### src/rtl/apb_mem_arbiter.sv
// Two-requester round-robin front end driving a single APB memory slave.
// Define APB_ARB_TIMEOUT_EN to abort ACCESS phases that wait TIMEOUT_CYCLES without PREADY.
module apb_mem_arbiter #(
  parameter int unsigned ADDR_W         = 32,
  parameter int unsigned DATA_W         = 32,
  parameter int unsigned TIMEOUT_CYCLES = 16
) (
  input  logic              PCLK,
  input  logic              PRESETn,
  input  logic              req0_valid,
  input  logic              req0_write,
  input  logic [ADDR_W-1:0] req0_addr,
  input  logic [DATA_W-1:0] req0_wdata,
  output logic              req0_ready,
  input  logic              req1_valid,
  input  logic              req1_write,
  input  logic [ADDR_W-1:0] req1_addr,
  input  logic [DATA_W-1:0] req1_wdata,
  output logic              req1_ready,
  output logic              rsp0_valid,
  output logic [DATA_W-1:0] rsp0_rdata,
  output logic              rsp0_err,
  output logic              rsp1_valid,
  output logic [DATA_W-1:0] rsp1_rdata,
  output logic              rsp1_err,
  output logic              PSEL,
  output logic              PENABLE,
  output logic              PWRITE,
  output logic [ADDR_W-1:0] PADDR,
  output logic [DATA_W-1:0] PWDATA,
  input  logic [DATA_W-1:0] PRDATA,
  input  logic              PREADY,
  input  logic              PSLVERR
);

  typedef enum logic [1:0] {IDLE, SETUP, ACCESS} state_t;

  state_t state, state_nxt;
  logic   last_grant;
  logic   cur_grant;
  logic   grant;
  logic   accept;
  logic   done;
  logic   timeout;

  always_comb begin
    grant = req1_valid;
    if (req0_valid && req1_valid) grant = ~last_grant;
  end

  // Gated by PRESETn so the combinational strobes are also 0 while reset is held.
  assign accept     = (state == IDLE) && (req0_valid || req1_valid) && PRESETn;
  assign req0_ready = accept && !grant;
  assign req1_ready = accept &&  grant;

  assign PSEL    = (state != IDLE);
  assign PENABLE = (state == ACCESS);
  assign done    = (state == ACCESS) && (PREADY || timeout);

`ifdef APB_ARB_TIMEOUT_EN
  localparam int unsigned TCNT_W = (TIMEOUT_CYCLES > 1) ? $clog2(TIMEOUT_CYCLES) : 1;

  logic [TCNT_W-1:0] tcnt;

  assign timeout = (state == ACCESS) && !PREADY && (tcnt == TCNT_W'(TIMEOUT_CYCLES - 1));

  always_ff @(posedge PCLK or negedge PRESETn) begin
    if (!PRESETn) begin
      tcnt <= '0;
    end else if ((state == ACCESS) && !PREADY && !timeout) begin
      tcnt <= tcnt + 1'b1;
    end else begin
      tcnt <= '0;
    end
  end
`else
  assign timeout = 1'b0;
`endif

  always_comb begin
    state_nxt = state;
    unique case (state)
      IDLE:    if (accept) state_nxt = SETUP;
      SETUP:   state_nxt = ACCESS;
      ACCESS:  if (PREADY || timeout) state_nxt = IDLE;
      default: state_nxt = IDLE;
    endcase
  end

  always_ff @(posedge PCLK or negedge PRESETn) begin
    if (!PRESETn) begin
      state      <= IDLE;
      last_grant <= 1'b1;
      cur_grant  <= 1'b0;
      PWRITE     <= 1'b0;
      PADDR      <= '0;
      PWDATA     <= '0;
    end else begin
      state <= state_nxt;
      if (accept) begin
        last_grant <= grant;
        cur_grant  <= grant;
        PWRITE     <= grant ? req1_write : req0_write;
        PADDR      <= grant ? req1_addr  : req0_addr;
        PWDATA     <= grant ? req1_wdata : req0_wdata;
      end
    end
  end

  // A timed-out transfer completes with err=1 and zero data.
  always_ff @(posedge PCLK or negedge PRESETn) begin
    if (!PRESETn) begin
      rsp0_valid <= 1'b0;
      rsp0_rdata <= '0;
      rsp0_err   <= 1'b0;
      rsp1_valid <= 1'b0;
      rsp1_rdata <= '0;
      rsp1_err   <= 1'b0;
    end else begin
      rsp0_valid <= done && !cur_grant;
      rsp1_valid <= done &&  cur_grant;
      if (done && !cur_grant) begin
        rsp0_err   <= PREADY ? PSLVERR : 1'b1;
        rsp0_rdata <= (PREADY && !PWRITE) ? PRDATA : '0;
      end
      if (done && cur_grant) begin
        rsp1_err   <= PREADY ? PSLVERR : 1'b1;
        rsp1_rdata <= (PREADY && !PWRITE) ? PRDATA : '0;
      end
    end
  end

endmodule

### config.mk
export PLATFORM = sky130hd
export DESIGN_NAME = apb_mem_arbiter
export DESIGN_NICKNAME = d
export VERILOG_FILES = /design/src/rtl/apb_mem_arbiter.sv
export SDC_FILE = /design/constraint.sdc
export NUM_CORES = 1
export LEC_CHECK = 0
export BUFFER_PORTS_ARGS = -buffer_cell sky130_fd_sc_hd__clkbuf_2
export CORE_AREA = 3 3 126 128
export DETAILED_ROUTE_END_ITERATION = 8
export DIE_AREA = 0 0 129 131
export PLACE_DENSITY = 0.75
export SLEW_MARGIN = 20
export SYNTH_ARGS = -nofsm -noshare
export SYNTH_HDL_FRONTEND = slang
export SYNTH_SLANG_ARGS = --single-unit
export TNS_END_PERCENT = 50
### constraint.sdc
create_clock -name PCLK -period 1.5 [get_ports PCLK]
set_input_delay 0.15 -clock PCLK [delete_from_list [all_inputs] [get_ports PCLK]]
set_output_delay 0.15 -clock PCLK [all_outputs]
set_load 0.01 [all_outputs]
Word-level counts from Yosys, hierarchy flattened
Index checks and enable logic that the tools add are counted.
{"block": "totals", "regBits": 137, "inputBits": 168, "output_inout_bits": 137}
{"block": "classes", "bitwise_logic": 1, "muxes": 9, "n_reduce_logical": 16, "eq_ne": 4}
{"operator": "$mux W32", "n": 3}
{"operator": "$logic_and A1 B1 Y1", "n": 9}
{"operator": "$pmux W2 S3", "n": 1}
{"operator": "$mux W2", "n": 2}
{"operator": "$logic_not A1 Y1", "n": 3}
{"operator": "$mux W1", "n": 3}
{"operator": "$eq A2 B1 Y1 const B", "n": 1}
{"operator": "$eq A2 B2 Y1 const B", "n": 1}
{"operator": "$logic_not A2 Y1", "n": 1}
{"operator": "$ne A2 B1 Y1 const B", "n": 1}
{"operator": "$ne A2 B2 Y1 const B", "n": 1}
{"operator": "$reduce_and A2 Y1", "n": 1}
{"operator": "$reduce_bool A2 Y1", "n": 1}
{"operator": "$logic_or A1 B1 Y1", "n": 1}
{"operator": "$not A1 Y1", "n": 1}

Logic depth before layout (Yosys ltp)
{"block": "depth", "word_depth": 5, "ltp_mapped": 6, "ltp_nobuf": 4}

Least setup slack after synthesis
OpenSTA, ideal clock, no wires.
{"block": "synth_timing", "kind": "register -> register", "from": "register last_grant", "to": "register PADDR[0]", "stages_incl_launch_ff": 6, "arrival_time_ns": 1.351, "path_buffers": 2, "path_slack_ns": 0.023, "synth_period_minus_slack_ns": 1.477, "cell_sequence": "dfstp_2 > nand2_1 > and3_4 > buf_6 > buf_2 > a221o_1"}
{"block": "synth_between", "elab_chain_len": 3}
{"item": "start: declaration", "line_no": "39", "text": "logic last_grant;"}
{"item": "start signal: assignment", "line_no": "101", "text": "last_grant <= grant;"}
{"item": "$not A1 Y1", "line_no": "48", "text": "if (req0_valid && req1_valid) grant = ~last_grant;"}
{"item": "$mux W1", "line_no": "48"}
{"item": "$mux W32", "line_no": "104", "text": "PADDR <= grant ? req1_addr : req0_addr;"}
{"item": "end signal: assignment", "line_no": "104"}
{"item": "end: declaration", "line_no": "29", "text": "output logic [ADDR_W-1:0] PADDR,"}
Every way passes these cells.
A chain may end at the register's enable or synchronous reset.

Worst setup path in the final report
{"block": "layout_timing", "from": "register state[0]", "to": "register PWDATA[1]"}
{"block": "layout_between", "elab_chain_len": 3}
{"item": "start: declaration", "line_no": "38", "text": "state_t state, state_nxt;"}
{"item": "start signal: assignment", "line_no": "99", "text": "state <= state_nxt;"}
{"item": "$logic_not A2 Y1", "line_no": "52", "text": "assign accept = (state == IDLE) && (req0_valid || req1_valid) && PRESETn;"}
{"item": "$logic_and A1 B1 Y1 (2 in series)", "line_no": "52"}
{"item": "end signal: assignment", "line_no": "105", "text": "PWDATA <= grant ? req1_wdata : req0_wdata;"}
{"item": "end: declaration", "line_no": "30", "text": "output logic [DATA_W-1:0] PWDATA,"}
Every way passes these cells.

==> flow_metrics.tcl <==
set metrics [dict create \
    via_per_inst 5.188 \
    combinationalPowerShare_pct 37.2 \
    vias 6065 \
    leakagePower_nw 4.807 \
    yosys_warnings 0 \
    yosysUniqueCellTypes 25 \
    h-tree-depth 4 \
    synth_flop_cell "dfrtp_1" \
    synthMuxAreaShare_pct 0.3734 \
    track_usage_pct 23.35 \
    synth_top_family_by_area "simple AND/OR/NAND/NOR gates" \
    violations "setup timing" \
    finalPower_w 0.01718 \
    run_status "finished, violations left" \
    grt_antenna_before_repair 0 \
    area_growth_syn_to_layout_pct 60.15 \
    root_buffer "clkbuf_16" \
    dp.final_hpwl_um 12670 \
    io_buffers 304 \
    tritoncts "done" \
    hp-class "primary input to register" \
    drc 0 \
    async_flop_share_pct 100.0 \
    tightestPinTransition_ns 0.7265 \
    fp.dieW_um 129 \
    synthesis.area_mm2 0.006032 \
    yosysSeqAreaShare_pct 56.86 \
    crit_type "register to register" \
    avgSynthCellArea_um2 10.60 \
    p_int_w 0.01104 \
    final_cell_mix "299 x clkbuf_2, 154 x nand2_1, 134 x dfrtp_1" \
    crit_arrival_ns 1.94 \
    crit_fanout 26 \
    fin_skew_ns 0.007261 \
    clock_path_buffers 2 \
    grt_pass1_vias 6113 \
    start_util_pct 40.28 \
    routedWlPerCell_um 17.42 \
    synth-seq-cells 137 \
    power_switching_w 0.006140 \
    synthAdderAreaFrac_pct 0 \
    n_antenna_cell 0 \
    drt_iter0_markers 373 \
    yosys.area.top_type_share_pct 56.42 \
    drv_cap 0 \
    rsz0062_at_grt "true" \
    grt_pass1_wl_um 30860 \
    io_pins 305 \
    wl_um 20370 \
    yosysTopAreaCell "dfrtp_1" \
    synth_edf_count 0 \
    swShare_pct 35.74 \
    finalSetupViolCount 84 \
    fmax_ghz 0.6100 \
    post-route-util_pct 64.50 \
    die_area_mm2 0.01690 \
    clkTransAtPathRegs_ns 0.06 \
    power.share.sequential_pct 37.8 \
    synthSimpleGateAreaFrac_pct 21.22 \
    insertion_delay_ns 0.42 \
    worst_slack_ns -0.1395 \
    grt.overflow.total 0 \
    globalplace.congestion 0.7685 \
    ant_nets 0 \
    cts.sinks 137 \
    timing.final.hold_violations 0 \
    syn-num-nets 737 \
    synth_compound_area_share_pct 16.51 \
    power.density_mw_per_mm2 1778 \
    nets 1136 \
    period_needed_ns 1.639 \
    clockPowerShare_pct 25.0 \
    placementRows 45 \
    core-area_mm2 0.01498 \
    required_ns 1.80 \
    worstSetupEndpointType "register" \
    slew_headroom_pct 51.57 \
    worst_ir_drop_vdd_uv 858.5 \
    grt_start_max_net_pins 134 \
    numCtsBuffers 17 \
    dieHeight_um 131 \
    synth_xor_xnor_area_share_pct 0 \
    first_pass_iters 5 \
    synthCells 569 \
    final_common_cell "clkbuf_2" \
    drv_slew 0 \
    period_share_pct 109.3 \
    synth_top_cells_by_area "dfrtp_1 56%, a221o_1 11%, nand2_1 10%" \
    drive_gt1_share_pct 45.26 \
    start_kind "register" \
]
## per-stage QoR
stage / setup TNS [ns] / cell area (um^2) / hold slack (ns) / setup WS [ns] / cells
2_1_floorplan: 0 / 6032 / -0.1456 / 0.02316 / 569
3_3_place_gp: 0 / 7856 / -0.04376 / 0.02165 / 1032
3_5_place_dp: -0.001500 / 7856 / -0.04386 / -0.001500 / 1032
4_1_cts: -6.533 / 9572 / 0.002332 / -0.1599 / 1166
5_1_grt: -13.22 / 9661 / 0.02090 / -0.1928 / 1169
6_report: -7.508 / 9661 / 0.01419 / -0.1395 / 1169
## layout make-up
class                           instances  area [um^2]
Clock buffer                           18        439.2
Timing Repair Buffer                  433         2975
Fill cell                            1129         5316
Tap cell                              188        235.2
Sequential cell                       137         3432
Clock inverter                         14        168.9
Inverter                                5        18.77
Multi-Input combinational cell        374         2391
## power by group through the flow
stage	Clock [W]	Combinational, W	Sequential (W)
final	0.00429	0.00640	0.00650
after global routing	0.00453	0.00699	0.00668
after CTS	0.00436	0.00624	0.00644
after detailed placement	0	0.00591	0.00642
after global placement	0	0.00575	0.00643
after floorplan	0	0.00229	0.00709
## flip-flops by register name (all words and copies together) (netlist names)
name,count
rsp0_rdata,32
state,2
PWDATA,32
rsp0_err,1
PADDR,32
cur_grant,1
last_grant,1
PWRITE,1
rsp1_err,1
rsp0_valid,1
rsp1_valid,1
rsp1_rdata,32
## synth_stat cells (all sizes together) (2+ instances only)
cell type	count
nand2	162
clkbuf	23
nand2b	2
inv	5
a221o	65
o21a	2
nor2b	2
nor3	65
mux2	2
buf	30
o21ai	66
dfrtp	136
## cell families after synthesis
logic type / count (synthesis)
simple gates: 239
flops: 137
compound gates: 133
buf+inv: 58
mux: 2
## routing by layer
metal  track usage [%]  vias up  part of all wire, %
met5                 0        -                    0
met4             9.636        0                  3.0
met3             7.602       51                  8.1
met2             39.82      296                   50
met1             27.23     2894                   39
li1                  -     2824                    -
## worst paths after layout
path	to	startpoint	cells past startpoint	slack, ns
max	PWDATA[1]	state[0]	6	-0.14
min	rsp1_rdata[16]	PRDATA[16]	3	0.01
max reg2reg	PWDATA[1]	state[0]	6	-0.14
min reg2reg	rsp0_rdata[24]	rsp0_rdata[24]	2	0.48
max in group asynchronous	PWDATA[4]	PRESETn	3	0.28
min in group asynchronous	state[1]	PRESETn	2	0.19
## worst max-delay path: stages (launching register included)
cell and delay [ns]:
dfrtp_2 0.43, nor3b_4 0.23, buf_6 0.14, buf_6 0.09
o21ai_4 0.09, clkbuf_16 0.22, a221o_1 0.31
## what timing repair did
item / CTS / global route
gates cloned: 1 / 1
hold buffers: 97 / 0
setup endpoints to repair: 10 / 80
gates resized for setup: 20 / 42
setup buffers: 4 / 2
pin swaps: 4 / 1
hold endpoints to repair: 259 / 0
(Power assumes the default switching activity.)
